**config.mk**
```make
export PLATFORM = sky130hd
export DESIGN_NAME = hazard_fwd_unit
export DESIGN_NICKNAME = d
export VERILOG_FILES = /design/src/rtl/hazard_fwd_unit.sv
export SDC_FILE = /design/constraint.sdc
export NUM_CORES = 1
export LEC_CHECK = 0
export ABC_AREA = 1
export BUFFER_PORTS_ARGS = -buffer_cell sky130_fd_sc_hd__clkbuf_2
export CAP_MARGIN = 40
export CORE_MARGIN = 4
export CORE_UTILIZATION = 48
export DETAILED_ROUTE_END_ITERATION = 7
export GPL_TIMING_DRIVEN = 0
export PLACE_DENSITY = 0.74
export REMOVE_ABC_BUFFERS = 1
export SYNTH_ARGS = -nofsm -noshare
export SYNTH_HDL_FRONTEND = slang
export SYNTH_SLANG_ARGS = --single-unit
```
**constraint.sdc**
```tcl
create_clock -name clk -period 1.55 [get_ports clk]
set_input_delay 0.2325 -clock clk [delete_from_list [all_inputs] [get_ports clk]]
set_output_delay 0.2325 -clock clk [all_outputs]
set_load 0.03 [all_outputs]
```
**src/rtl/hazard_fwd_unit.sv**
```systemverilog
// Hazard detection and forwarding unit for a 5-stage MIPS-style pipeline.
// Define FWD_EN to enable EX/MEM and MEM/WB forwarding; otherwise RAW hazards stall.
module hazard_fwd_unit (
  input  logic        clk,
  input  logic        rst,
  input  logic [4:0]  id_rs,
  input  logic [4:0]  id_rt,
  input  logic [4:0]  id_dst,
  input  logic        id_regwrite,
  input  logic        id_memread,
  input  logic        id_uses_rt,
  input  logic        id_branch,
  input  logic        alu_zero,
  output logic [1:0]  c_data1_src,
  output logic [1:0]  c_data2_src,
  output logic        stall,
  output logic        flush,
  output logic [15:0] stall_cnt
);

  logic [4:0]  ex_rs_q, ex_rs_d;
  logic [4:0]  ex_rt_q, ex_rt_d;
  logic [4:0]  ex_dst_q, ex_dst_d;
  logic        ex_regwrite_q, ex_regwrite_d;
  logic        ex_memread_q, ex_memread_d;
  logic        ex_uses_rt_q, ex_uses_rt_d;
  logic        ex_branch_q, ex_branch_d;
  logic [4:0]  mem_dst_q, mem_dst_d;
  logic        mem_regwrite_q, mem_regwrite_d;
  logic [4:0]  wb_dst_q, wb_dst_d;
  logic        wb_regwrite_q, wb_regwrite_d;
  logic [15:0] stall_cnt_q, stall_cnt_d;
  logic        hazard;
  logic        bubble;

  // True when a writer of dst (never $0) feeds a source of the ID instruction.
  function automatic logic id_reads(input logic wr, input logic [4:0] dst);
    return wr && (dst != 5'd0) &&
           ((dst == id_rs) || (id_uses_rt && (dst == id_rt)));
  endfunction

`ifdef FWD_EN
  function automatic logic [1:0] fwd_sel(input logic [4:0] src);
    if (mem_regwrite_q && (mem_dst_q != 5'd0) && (mem_dst_q == src))
      return 2'b10;
    else if (wb_regwrite_q && (wb_dst_q != 5'd0) && (wb_dst_q == src))
      return 2'b01;
    else
      return 2'b00;
  endfunction
`else
  logic unused_ex_bits;
  assign unused_ex_bits = ^{ex_rs_q, ex_rt_q, ex_uses_rt_q, ex_memread_q,
                            wb_dst_q, wb_regwrite_q};
`endif

  always_comb begin
    c_data1_src = 2'b00;
    c_data2_src = 2'b00;
    hazard      = 1'b0;
`ifdef FWD_EN
    c_data1_src = fwd_sel(ex_rs_q);
    c_data2_src = ex_uses_rt_q ? fwd_sel(ex_rt_q) : 2'b00;
    hazard      = id_reads(ex_memread_q, ex_dst_q);
`else
    // WB needs no check: the register file writes before it reads.
    hazard      = id_reads(ex_regwrite_q, ex_dst_q) ||
                  id_reads(mem_regwrite_q, mem_dst_q);
`endif
    flush = ex_branch_q & alu_zero;
    stall = hazard & ~flush;
  end

  always_comb begin
    bubble         = stall | flush;
    ex_rs_d        = bubble ? 5'd0 : id_rs;
    ex_rt_d        = bubble ? 5'd0 : id_rt;
    ex_dst_d       = bubble ? 5'd0 : id_dst;
    ex_regwrite_d  = bubble ? 1'b0 : id_regwrite;
    ex_memread_d   = bubble ? 1'b0 : id_memread;
    ex_uses_rt_d   = bubble ? 1'b0 : id_uses_rt;
    ex_branch_d    = bubble ? 1'b0 : id_branch;
    mem_dst_d      = ex_dst_q;
    mem_regwrite_d = ex_regwrite_q;
    wb_dst_d       = mem_dst_q;
    wb_regwrite_d  = mem_regwrite_q;
    stall_cnt_d    = stall_cnt_q;
    if (stall && (stall_cnt_q != 16'hFFFF))
      stall_cnt_d = stall_cnt_q + 16'd1;
  end

  always_ff @(posedge clk or posedge rst) begin
    if (rst) begin
      ex_rs_q        <= 5'd0;
      ex_rt_q        <= 5'd0;
      ex_dst_q       <= 5'd0;
      ex_regwrite_q  <= 1'b0;
      ex_memread_q   <= 1'b0;
      ex_uses_rt_q   <= 1'b0;
      ex_branch_q    <= 1'b0;
      mem_dst_q      <= 5'd0;
      mem_regwrite_q <= 1'b0;
      wb_dst_q       <= 5'd0;
      wb_regwrite_q  <= 1'b0;
      stall_cnt_q    <= 16'd0;
    end else begin
      ex_rs_q        <= ex_rs_d;
      ex_rt_q        <= ex_rt_d;
      ex_dst_q       <= ex_dst_d;
      ex_regwrite_q  <= ex_regwrite_d;
      ex_memread_q   <= ex_memread_d;
      ex_uses_rt_q   <= ex_uses_rt_d;
      ex_branch_q    <= ex_branch_d;
      mem_dst_q      <= mem_dst_d;
      mem_regwrite_q <= mem_regwrite_d;
      wb_dst_q       <= wb_dst_d;
      wb_regwrite_q  <= wb_regwrite_d;
      stall_cnt_q    <= stall_cnt_d;
    end
  end

  assign stall_cnt = stall_cnt_q;

endmodule

```
==> impl_results.md, run 1 <==
* Core box area at between 3000 and 4000 um^2
* Setup CP Type: reg2out
* Die area at 5030 um^2
* Critical path launch point type: flop
* Clk pin slew, worst setup/hold paths at 70 ps
* Seq/Total Area, Yosys at 0.382
* Worst Setup End Kind: output pin
* Slew Viols, Final at 0
* Critical path buffers and inverters at 3
* Starting DRC count in detailed routing at between 70 and 80
* Die width at between 70 and 80 um
* DRC Markers at 0
* Max-Cap Viols at 0
* Switching share of total power at 0.348
* Tcrit/Tclk final at 1.14
* First-pass GRT wire length at roughly 8.5 mm
* WP data required at 1320 ps
* Fin crit period at between 1500 and 2000 ps
* Clock latency on the worst-skew pair at 290 ps
* Max_slew headroom at 0.407
* Syn Inst Count at between 200 and 300
* Met2 Track Usage GR at 0.358
* Vias at around 2000
* DIE HEIGHT at a little over 70 um
* Initial core utilization at 0.507
* Post-place setup slack at -325 ps
* H-tree levels at 2
* Vias per cell at between 5 and 6
* Final Wtd Congestion at 0.854
* Final Hold Viols at 0
* Root buf cell: clkbuf_8
* Final Skew at between 6 and 7 ps
* Peak supply drop at between 900 and 1000 uV
* Pre-Repair DR Iteration Count at 4
* Max Clock Freq at around 560 MHz
* Critical path's largest stage delay at 370 ps
* CP Cell Sequence: inv_2 > nand2_1 > nand2_1 > nor2_1 > nand3_1 > nand2_1 > nand2_2 > nand2_4 > inv_2 > nor2_2 > clkbuf_8
* Logic gate share of total power at 0.269
* Failing checks: setup timing
* Gr ovfl total at 0
* Global routing met3 resource utilization at 0.0327
* Dpl hpwl at between 3 and 4 mm
* Synthesized cell area at around 1900 um^2
* Std-Cell Rows at 22
* Synthesized flop and latch total at 29
* P_int at ~0.0014 W
* Seq pwr share at 0.437
* Psw at about 0.00072 W
* Total power at 0.00208 W
* PwrDens at ~850 nW/um^2
* Most used routing layer: met2
* P_leak at around 1.4 nW
* Synth-to-Final Area Change at 28.2%
* # port buffers at 38
* Yosys cell types at 24
* Status: complete, but fails checks
* TritonCTS buffer count at 5
* Worst path top cell family by delay: simple AND/OR/NAND/NOR gates
* NumNets Final at 359
* Tot GR Track Use at 0.212
* Number of global-route vias before repair at approximately 2000
* Most used cell, CP: nand2_1
* Avg Synthesized Cell Area at approximately 6.8 um^2
* Yosys warns at 0
* Critical path's slowest cell: dfrtp_1
* Initial antenna violation count at 0
* Tightest Pin Transition at between 800 and 900 ps
* # IOs at between 40 and 50
* Ant. Diodes at 0
* Largest net degree at the start of global routing at 22
* Final worst setup slack at -225 ps
* CP Data Arrival Time at 1540 ps
* Finish-stage setup viols at 17
* RSZ-0062 raised after global routing: yes
* Antenna-violating nets left at 0
* Clk pwr share at 0.294
* Met1 Use GR at 0.258
* Hold/Removal Path Class: in2reg
* Drt wl/cell at about 13 um
* Ratio of cells with drive above 1 in the final layout at 0.261
* Crit path max fanout at 3
* Clock sinks at 29
* DRT Wirelength at 4.88 mm
* CTS tree: yes
* Clk buf depth at 2
## cells in the mapped netlist
| master | instances | area share |
|---|---|---|
| buf_8 | 1 | 0.0079 |
| nand2_4 | 1 | 0.0059 |
| nor2_1 | 28 | 0.055 |
| conb_1 | 1 | 0.0020 |
| nand4_1 | 21 | 0.069 |
| clkbuf_1 | 1 | 0.0020 |
| nor2_4 | 1 | 0.0059 |
| o21ai_0 | 2 | 0.0053 |
| nor3_1 | 4 | 0.011 |
| nand2_1 | 108 | 0.21 |
| xor2_1 | 9 | 0.042 |
| nand3_2 | 1 | 0.0053 |
| inv_2 | 5 | 0.0099 |
| nor3_4 | 1 | 0.0086 |
| buf_4 | 4 | 0.016 |
| nor3_2 | 1 | 0.0053 |
| nand3_1 | 12 | 0.032 |
| inv_1 | 41 | 0.081 |
| xnor2_1 | 3 | 0.014 |
| dfrtp_1 | 29 | 0.38 |
| nand2_2 | 2 | 0.0066 |
| nand3_4 | 1 | 0.0092 |
| buf_2 | 2 | 0.0053 |
| ha_1 | 1 | 0.0066 |
## placed cells by master (no fill, tap or decap), drive strengths merged
cell type	instances
clkinvlp	1
xnor2	3
clkinv	2
nand2	114
nand3	15
inv	46
xor2	9
nand4	21
dfrtp	29
ha	1
clkbuf	43
nor3	6
dlygate4sd3	1
nor2	29
o21ai	2
buf	11
conb	4
## cell type report
cell class,count,area [um^2]
Fill cell,337,1310
Multi-Input combinational cell,204,1070
Sequential cell,29,726
Timing Repair Buffer,50,324
Inverter,46,173
Clock buffer,5,68.8
Tap cell,48,60.1
Clock inverter,3,17.5
## per-stage QoR
stage	TNS, ps	cell area, um^2	hold slack [ps]	cells	util
detailed placement	-6150	2130	233	362	0.569
floorplan	-4320	1850	311	275	-
global route	-4710	2430	132	385	0.650
global placement	-5560	2100	367	361	0.561
finish	-2510	2430	126	385	0.650
CTS	-2080	2430	122	385	0.650
## routing by layer
layer	vias to the layer above	wire (um)
li1	977	-
met1	887	1920
met2	68	2450
met3	20	311
met4	0	187
met5	-	0
## worst paths after layout
check | end | cells after the start | slack (ps) | from
setup / recovery | stall | 11 | -220 | mem_dst_q[1]
min in group asynchronous | stall_cnt[1] | 3 | 470 | rst
setup reg to reg | stall_cnt[6] | 6 | -160 | stall_cnt[13]
hold / removal | ex_dst_q[1] | 3 | 130 | id_dst[1]
max in group asynchronous | mem_regwrite_q | 4 | 630 | rst
hold reg to reg | mem_regwrite_q | 0 | 390 | ex_regwrite_q
## power groups by stage
stage          Sequential [W]  Combinational [W]  Clock, W
6_report             0.000908           0.000559  0.000611
5_1_grt              0.000920           0.000625  0.000648
4_1_cts              0.000907           0.000554  0.000618
3_5_place_dp         0.000918           0.000437         0
3_3_place_gp         0.000915           0.000420         0
2_1_floorplan        0.000969           0.000242         0
## repair_timing
| item | CTS | global route |
|---|---|---|
| pin swaps | 13 | 11 |
| hold buffers | 1 | 0 |
| gates resized for setup | 23 | 0 |
| gates cloned | 4 | 0 |
| buffers inserted | 10 | 0 |
| setup endpoints to repair | 25 | 20 |
| hold endpoints to repair | 8 | 0 |
## state kept, by name, summed over array words and instances (netlist names)
name,count
mem_dst_q,5
ex_dst_q,5
ex_branch_q,1
mem_regwrite_q,1
ex_regwrite_q,1
stall_cnt,16
## worst register-to-register path: cells and delay by family (launching register included)
family	cells	cell delay (ps)
simple gates	6	1230
flops	1	420
## cells by family (layout without fill, tap and decap cells)
kind of cell	count (synthesis)	count (layout)	synth area share
buffers and inverters	54	104	0.122
AND/OR/NAND/NOR	181	185	0.427
AO/OA/AOI/OAI	2	2	0.00527
adder cells (fa/ha/maj)	1	1	0.00659
flip-flops	29	29	0.382
XOR/XNOR	12	12	0.0553
other	1	4	0.00197
(Power assumes the default switching activity.)
==> inputs of run 2 (changes only) <==
--- a/config.mk
+++ b/config.mk
@@ -12,8 +12,9 @@
 export CORE_UTILIZATION = 48
 export DETAILED_ROUTE_END_ITERATION = 7
 export GPL_TIMING_DRIVEN = 0
-export PLACE_DENSITY = 0.74
+export PLACE_DENSITY = 0.71
 export REMOVE_ABC_BUFFERS = 1
+export SETUP_SLACK_MARGIN = 0.3
 export SYNTH_ARGS = -nofsm -noshare
 export SYNTH_HDL_FRONTEND = slang
 export SYNTH_SLANG_ARGS = --single-unit
==> constraint.sdc (replaced) <==
create_clock -name clk -period 2.2 [get_ports clk]
set_input_delay 0.33 -clock clk [delete_from_list [all_inputs] [get_ports clk]]
set_output_delay 0.33 -clock clk [all_outputs]
set_load 0.03 [all_outputs]
==> run 2 against run 1 <==
Effect of this change: clock skew is 1.4 ps higher; utilization is 3.8 points lower; register-to-register slack gained 570 ps; the run now ends clean; setup slack better by 520 ps; die area is the same; non-clock buffer count is 8 lower; count of clock-buffer cells in the layout is 2 higher; power shrank 30%; global-route usage fell by 2.6 points.
==> impl_results.md, run 2 (same netlist as run 1, synthesis figures left out) <==
* CP Data Arrival Time at 1570 ps (was 1540 ps)
* Initial core utilization at 0.507 (unchanged)
* Die area at 5030 um^2 (unchanged)
* Setup crit start: mem_dst_q[4] (was mem_dst_q[1])
* Final Skew at 7.74 ps (was 6.37 ps)
* CTS Hold Bufs at 0 (was 1)
* Initial antenna violation count at 0 (unchanged)
* Clock latency on the worst-skew pair at 290 ps (about the same)
* Met2 Track Usage GR at 0.289 (was 0.358)
* DIE HEIGHT at 70.9 um (unchanged)
* Worst Setup End Kind: output pin (unchanged)
* Commonest non-fill, non-tap cell in the layout: nand2_1 (unchanged)
* Clk pin slew, worst setup/hold paths at 70 ps (about the same)
* Dpl hpwl at 3.14 mm (was 3.16 mm)
* R2r startpoint: stall_cnt[0] (was stall_cnt[13])
* Clock sinks at 29 (unchanged)
* Setup CP Type: reg2out (unchanged)
* H-tree levels at 2 (unchanged)
* First-pass GRT wire length at 7.38 mm (was 8.54 mm)
* CTS tree: yes (unchanged)
* Core box area at 3740 um^2 (unchanged)
* Final worst setup slack at 300 ps (was -225 ps)
* Max Clock Freq at 526 MHz
* Largest register FFs at 16 (unchanged)
* WP data required at 1870 ps (was 1320 ps)
* Vias per cell at 4.78 (was 5.07)
* Status: finished clean (was complete, but fails checks)
* Critical path launch point type: flop (unchanged)
* PwrDens at 633 nW/um^2 (was 853 nW/um^2)
* Pre-Repair DR Iteration Count at 4 (unchanged)
* Most used routing layer: met2 (unchanged)
* Total power at 0.00145 W (was 0.00208 W)
* Std-Cell Rows at 22 (unchanged)
* Final instance area at 2290 um^2 (was 2430 um^2)
* TritonCTS buffer count at 5 (unchanged)
* # port buffers at 38 (unchanged)
* Hold/Removal Path Class: in2async (was in2reg)
* Tcrit/Tclk final at 0.864
* Largest net degree at the start of global routing at 22 (unchanged)
* Placed inst area at 2130 um^2 (unchanged)
* Crit path max fanout at 3 (unchanged)
* NumNets Final at 347 (was 359)
* RSZ-0062 raised after global routing: yes (unchanged)
* Peak supply drop at 571 uV (was 933 uV)
* Setup TNS at 0 ps (was -2510 ps)
* Vias at 1783 (was 1952)
* DRT Wirelength at 4.12 mm (was 4.88 mm)
* Met1 Use GR at 0.235 (was 0.258)
* Fin crit period at 1900 ps
* Most frequent cells in the layout: 103 x nand2_1, 37 x inv_1, 37 x clkbuf_2 (was 104 x nand2_1, 37 x clkbuf_2, 36 x inv_1)
* Drt wl/cell at 11.1 um (was 12.7 um)
* Finish-stage setup viols at 0 (was 17)
* Number of global-route vias before repair at 1689 (was 1967)
* Tot GR Track Use at 0.185 (was 0.212)
* Root buf cell: clkbuf_8 (unchanged)
* P_leak at 1.34 nW (was 1.42 nW)
* DRC Markers at 0 (unchanged)
* Final Hold Viols at 0 (unchanged)
* Starting DRC count in detailed routing at 79 (unchanged)
* Die width at 70.9 um (unchanged)
* Max-Cap Viols at 0 (unchanged)
* Global routing met3 resource utilization at 0.0483 (was 0.0327)
* Clk buf depth at 2 (unchanged)
* Antenna-violating nets left at 0 (unchanged)
* Post-place setup slack at 222 ps (was -325 ps)
* # IOs at 44 (unchanged)
* Ratio of cells with drive above 1 in the final layout at 0.234 (was 0.261)
* Gr ovfl total at 0 (unchanged)
* Ant. Diodes at 0 (unchanged)
* Slew Viols, Final at 0 (unchanged)
* Synth-to-Final Area Change at 20.7% (was 28.2%)
* Final Wtd Congestion at 0.839 (was 0.854)
[run 2: routing by layer]
layer  wire length, um  up-vias
li1                  -      940
met1              1870      794
met2              1950       39
met3               192       10
met4               110        0
met5                 0        -
[run 2: what timing repair did]
item / in CTS / in global routing
buffers inserted: 2 / 1
endpoints found under the setup margin: 1 / 17
resized for setup: 9 / 10
pin swaps: 4 / 11
[run 2: final cells by class]
| cell class | count | area (um^2) |
|---|---|---|
| fill | 386 | 1450 |
| multi-input combinational | 200 | 986 |
| sequential | 29 | 726 |
| timing repair buffer | 42 | 246 |
| inverter | 46 | 173 |
| clock buffer | 7 | 96.3 |
| tap | 48 | 60.1 |
| clock inverter | 1 | 5.00 |
[run 2: final timing paths]
path / end / slack [ps] / cells after the start
setup / recovery: stall / 300 / 11
hold / removal: stall_cnt[4] / 10 / 2
setup reg to reg: stall_cnt[10] / 410 / 9
hold reg to reg: mem_regwrite_q / 390 / 0
max in group asynchronous: stall_cnt[10] / 1750 / 3
min in group clk: ex_dst_q[0] / 230 / 3
[run 2: worst max-delay path: stages, from the launching register on]
cell and delay [ps]:
dfrtp_1 390, buf_4 140, nand2_1 50, nand2_1 50, nor2_1 90, nand3_1 80, nand2_1 80, nand2_2 60
nand2_4 70, inv_2 50, nor2_4 90, buf_6 130
[run 2: through the flow]
step	hold WS, ps	std cells	util
floorplan	348	275	-
global placement	360	361	0.561
detailed placement	323	362	0.569
CTS	11.5	372	0.605
global route	30.7	373	0.612
finish	10.0	373	0.612
[run 2: where the power goes]
group          leakage (nW)  internal (W)  total, W  switching, W
clock                0.0542      0.000282  0.000487      0.000204
combinational         0.908      0.000113  0.000328      0.000214
sequential            0.380      0.000582  0.000637     0.0000554
==> inputs of run 3 (changes only) <==
--- a/config.mk
+++ b/config.mk
@@ -13,6 +13,7 @@
 export DETAILED_ROUTE_END_ITERATION = 7
 export GPL_TIMING_DRIVEN = 0
 export PLACE_DENSITY = 0.71
+export RECOVER_POWER = 25
 export REMOVE_ABC_BUFFERS = 1
 export SETUP_SLACK_MARGIN = 0.3
 export SYNTH_ARGS = -nofsm -noshare
==> run 3 against run 2 <==
Effect of this change: the flow now finishes with violations (hold timing); non-clock buffer count is the same; flip-flop and latch count is the same; first-iteration DRC count shrank 10%; power shrank 0.30%; clock skew shrank 1.2 ps; largest cell class unchanged; die area is the same; via count shrank 0.11%; sequential power is essentially flat; sequential share of layout area grew 0.33 points; final cell count is the same; utilization shrank 0.64 points; critical path type unchanged; count of clock-buffer cells in the layout is the same.
==> impl_results.md, run 3 (same netlist as run 1, synthesis figures left out) <==
* Status: complete, but fails checks (was finished clean)
* Failing checks: hold timing
* H-tree levels at 2 (unchanged)
* Gr ovfl total at 0 (unchanged)
* Tcrit/Tclk final at 0.864 (about the same)
* Core box area at 3740 um^2 (unchanged)
* Number of global-route vias before repair at 1689 (unchanged)
* Max Clock Freq at 526 MHz (about the same)
* Slew Viols, Final at 0 (unchanged)
* Synth-to-Final Area Change at 19.4% (was 20.7%)
* Antenna-violating nets left at 0 (unchanged)
* Setup crit start: mem_dst_q[4] (unchanged)
* Global routing met3 resource utilization at 0.0483 (unchanged)
* First-pass GRT wire length at 7.38 mm (unchanged)
* CTS tree: yes (unchanged)
* Clk pwr share at 0.337 (was 0.335)
* Commonest non-fill, non-tap cell in the layout: nand2_1 (unchanged)
* Ant. Diodes at 0 (unchanged)
* Largest net degree at the start of global routing at 22 (unchanged)
* TritonCTS buffer count at 5 (unchanged)
* WP data required at 1870 ps (about the same)
* Tightest Pin Transition at between 1000 and 1500 ps
* Switching share of total power at 0.328 (was 0.327)
* Placed cells at 362 (unchanged)
* DRT Wirelength at 4.12 mm (about the same)
* Capture point of the worst path: stall (unchanged)
* # IOs at 44 (unchanged)
* R2r startpoint: stall_cnt[0] (unchanged)
* Tot GR Track Use at 0.185 (unchanged)
* NumNets Final at 347 (unchanged)
* Initial antenna violation count at 0 (unchanged)
* Drt wl/cell at 11.0 um (was 11.1 um)
* Most used routing layer: met2 (unchanged)
* Final core utilization at 0.606 (was 0.612)
* Dpl hpwl at 3.14 mm (unchanged)
* Die area at 5030 um^2 (unchanged)
* P_int at 0.000973 W (was 0.000977 W)
* Final Hold Viols at 8 (was 0)
* Setup CP Type: reg2out (unchanged)
* Finish-stage setup viols at 0 (unchanged)
* Most frequent cells in the layout: 103 x nand2_1, 37 x inv_1, 37 x clkbuf_2 (unchanged)
* Ratio of cells with drive above 1 in the final layout at 0.231 (was 0.234)
* Critical path's largest stage delay at 390 ps (about the same)
* Peak supply drop at 571 uV (about the same)
* Final Skew at 6.59 ps (was 7.74 ps)
* R2r worst-path depth at 9 (unchanged)
* RSZ-0062 raised after global routing: yes (unchanged)
* Clock latency on the worst-skew pair at 290 ps (about the same)
* Non-filler instance count after layout at 373 (unchanged)
* DRC Markers at 0 (unchanged)
* CP Data Arrival Time at 1570 ps (about the same)
* CP Cell Sequence: buf_4 > nand2_1 > nand2_1 > nor2_1 > nand3_1 > nand2_1 > nand2_2 > nand2_4 > inv_2 > nor2_4 > buf_6 (unchanged)
* Worst hold margin at -31.2 ps (was 10.0 ps)
* Die width at 70.9 um (unchanged)
* Pre-Repair DR Iteration Count at 4 (unchanged)
* Root buf cell: clkbuf_8 (unchanged)
* Final instance area at 2270 um^2 (was 2290 um^2)
* Most used cell, CP: nand2_1 (unchanged)
* Total power at 0.00145 W (about the same)
* # port buffers at 38 (unchanged)
* Critical path launch point type: flop (unchanged)
* Placed inst area at 2130 um^2 (unchanged)
* Vias at 1781 (was 1783)
* Std-Cell Rows at 22 (unchanged)
* Worst Setup End Kind: output pin (unchanged)
* P_leak at 1.33 nW (was 1.34 nW)
* PwrDens at 638 nW/um^2 (was 633 nW/um^2)
* Starting DRC count in detailed routing at 71 (was 79)
* Max_slew headroom at 0.306
* Crit path max fanout at 3 (unchanged)
* Clock sinks at 29 (unchanged)
* Hold/Removal Path Class: in2async (unchanged)
* Critical path's slowest cell: dfrtp_1 (unchanged)
* Setup TNS at 0 ps (unchanged)
* DIE HEIGHT at 70.9 um (unchanged)
* Clk pin slew, worst setup/hold paths at 70 ps (about the same)
* Fillers at 387 (was 386)
* Initial core utilization at 0.507 (unchanged)
* Clk buf depth at 2 (unchanged)
* Logic gate share of total power at 0.223 (was 0.226)
* Fin crit period at 1900 ps (about the same)
* Largest register FFs at 16 (unchanged)
* Max-Cap Viols at 0 (unchanged)
* Met2 Track Usage GR at 0.289 (unchanged)
* Vias per cell at 4.77 (was 4.78)
* Seq pwr share at 0.440 (was 0.439)
* R2R Setup Slk at 410 ps (about the same)
* Met1 Use GR at 0.235 (unchanged)
* Worst reg2reg path endpoint: stall_cnt[10] (unchanged)
* Psw at 0.000474 W (about the same)
* Final Wtd Congestion at 0.839 (unchanged)
[run 3: how the worst min path moves through the flow]
stage / startpoint / endpoint / slack [ps] / cells after the start
5_1_grt: rst / stall_cnt[4] / -10 / 2
6_report: rst / stall_cnt[4] / -30 / 2
2_1_floorplan: ex_regwrite_q / mem_regwrite_q / 350 / 0
3_5_place_dp: rst / stall_cnt[0] / 320 / 2
4_1_cts: rst / stall_cnt[4] / 10 / 2
3_3_place_gp: ex_regwrite_q / mem_regwrite_q / 360 / 0
[run 3: layout make-up]
class	count	area, um^2	area share
Tap cell	48	60.1	0.0265
Clock buffer	7	96.3	0.0425
Sequential cell	29	726	0.320
Inverter	46	173	0.0761
Clock inverter	1	5.00	0.00221
Timing Repair Buffer	42	223	0.0982
Multi-Input combinational cell	200	986	0.435
[run 3: timing repair]
action                                  4_1_cts  5_1_grt
pin swaps                                     4       11
gates resized for setup                       9       10
hold buffers                                  0        0
endpoints found under the setup margin        1       17
gates cloned                                  0        0
hold endpoints to repair                      0        0
buffers inserted                              2        1
[run 3: power by group through the flow]
stage	sequential (W)	combinational (W)	clock, W
final	0.000637	0.000322	0.000488
after global routing	0.000647	0.000369	0.000529
after CTS	0.000637	0.000322	0.000506
after detailed placement	0.000645	0.000310	0
after global placement	0.000644	0.000296	0
after floorplan	0.000683	0.000170	0
[run 3: metal layers]
metal  part of all wire  vias to the layer above
met2               0.48                       40
met1               0.44                      790
met3              0.049                       10
met4              0.027                        0
met5                  0                        -
li1                   -                      941
[run 3: stage by stage]
step / hold slack [ps] / setup WS [ps]
6_report: -31.2 / 299
5_1_grt: -10.7 / 165
4_1_cts: 11.5 / 266
3_5_place_dp: 323 / 222
3_3_place_gp: 360 / 237
2_1_floorplan: 348 / 389
[run 3: worst max-delay path: cells and delay by family, from the launching register on]
family | cells | cell delay (ps)
flops | 1 | 390
buf+inv | 3 | 320
simple gates | 8 | 570
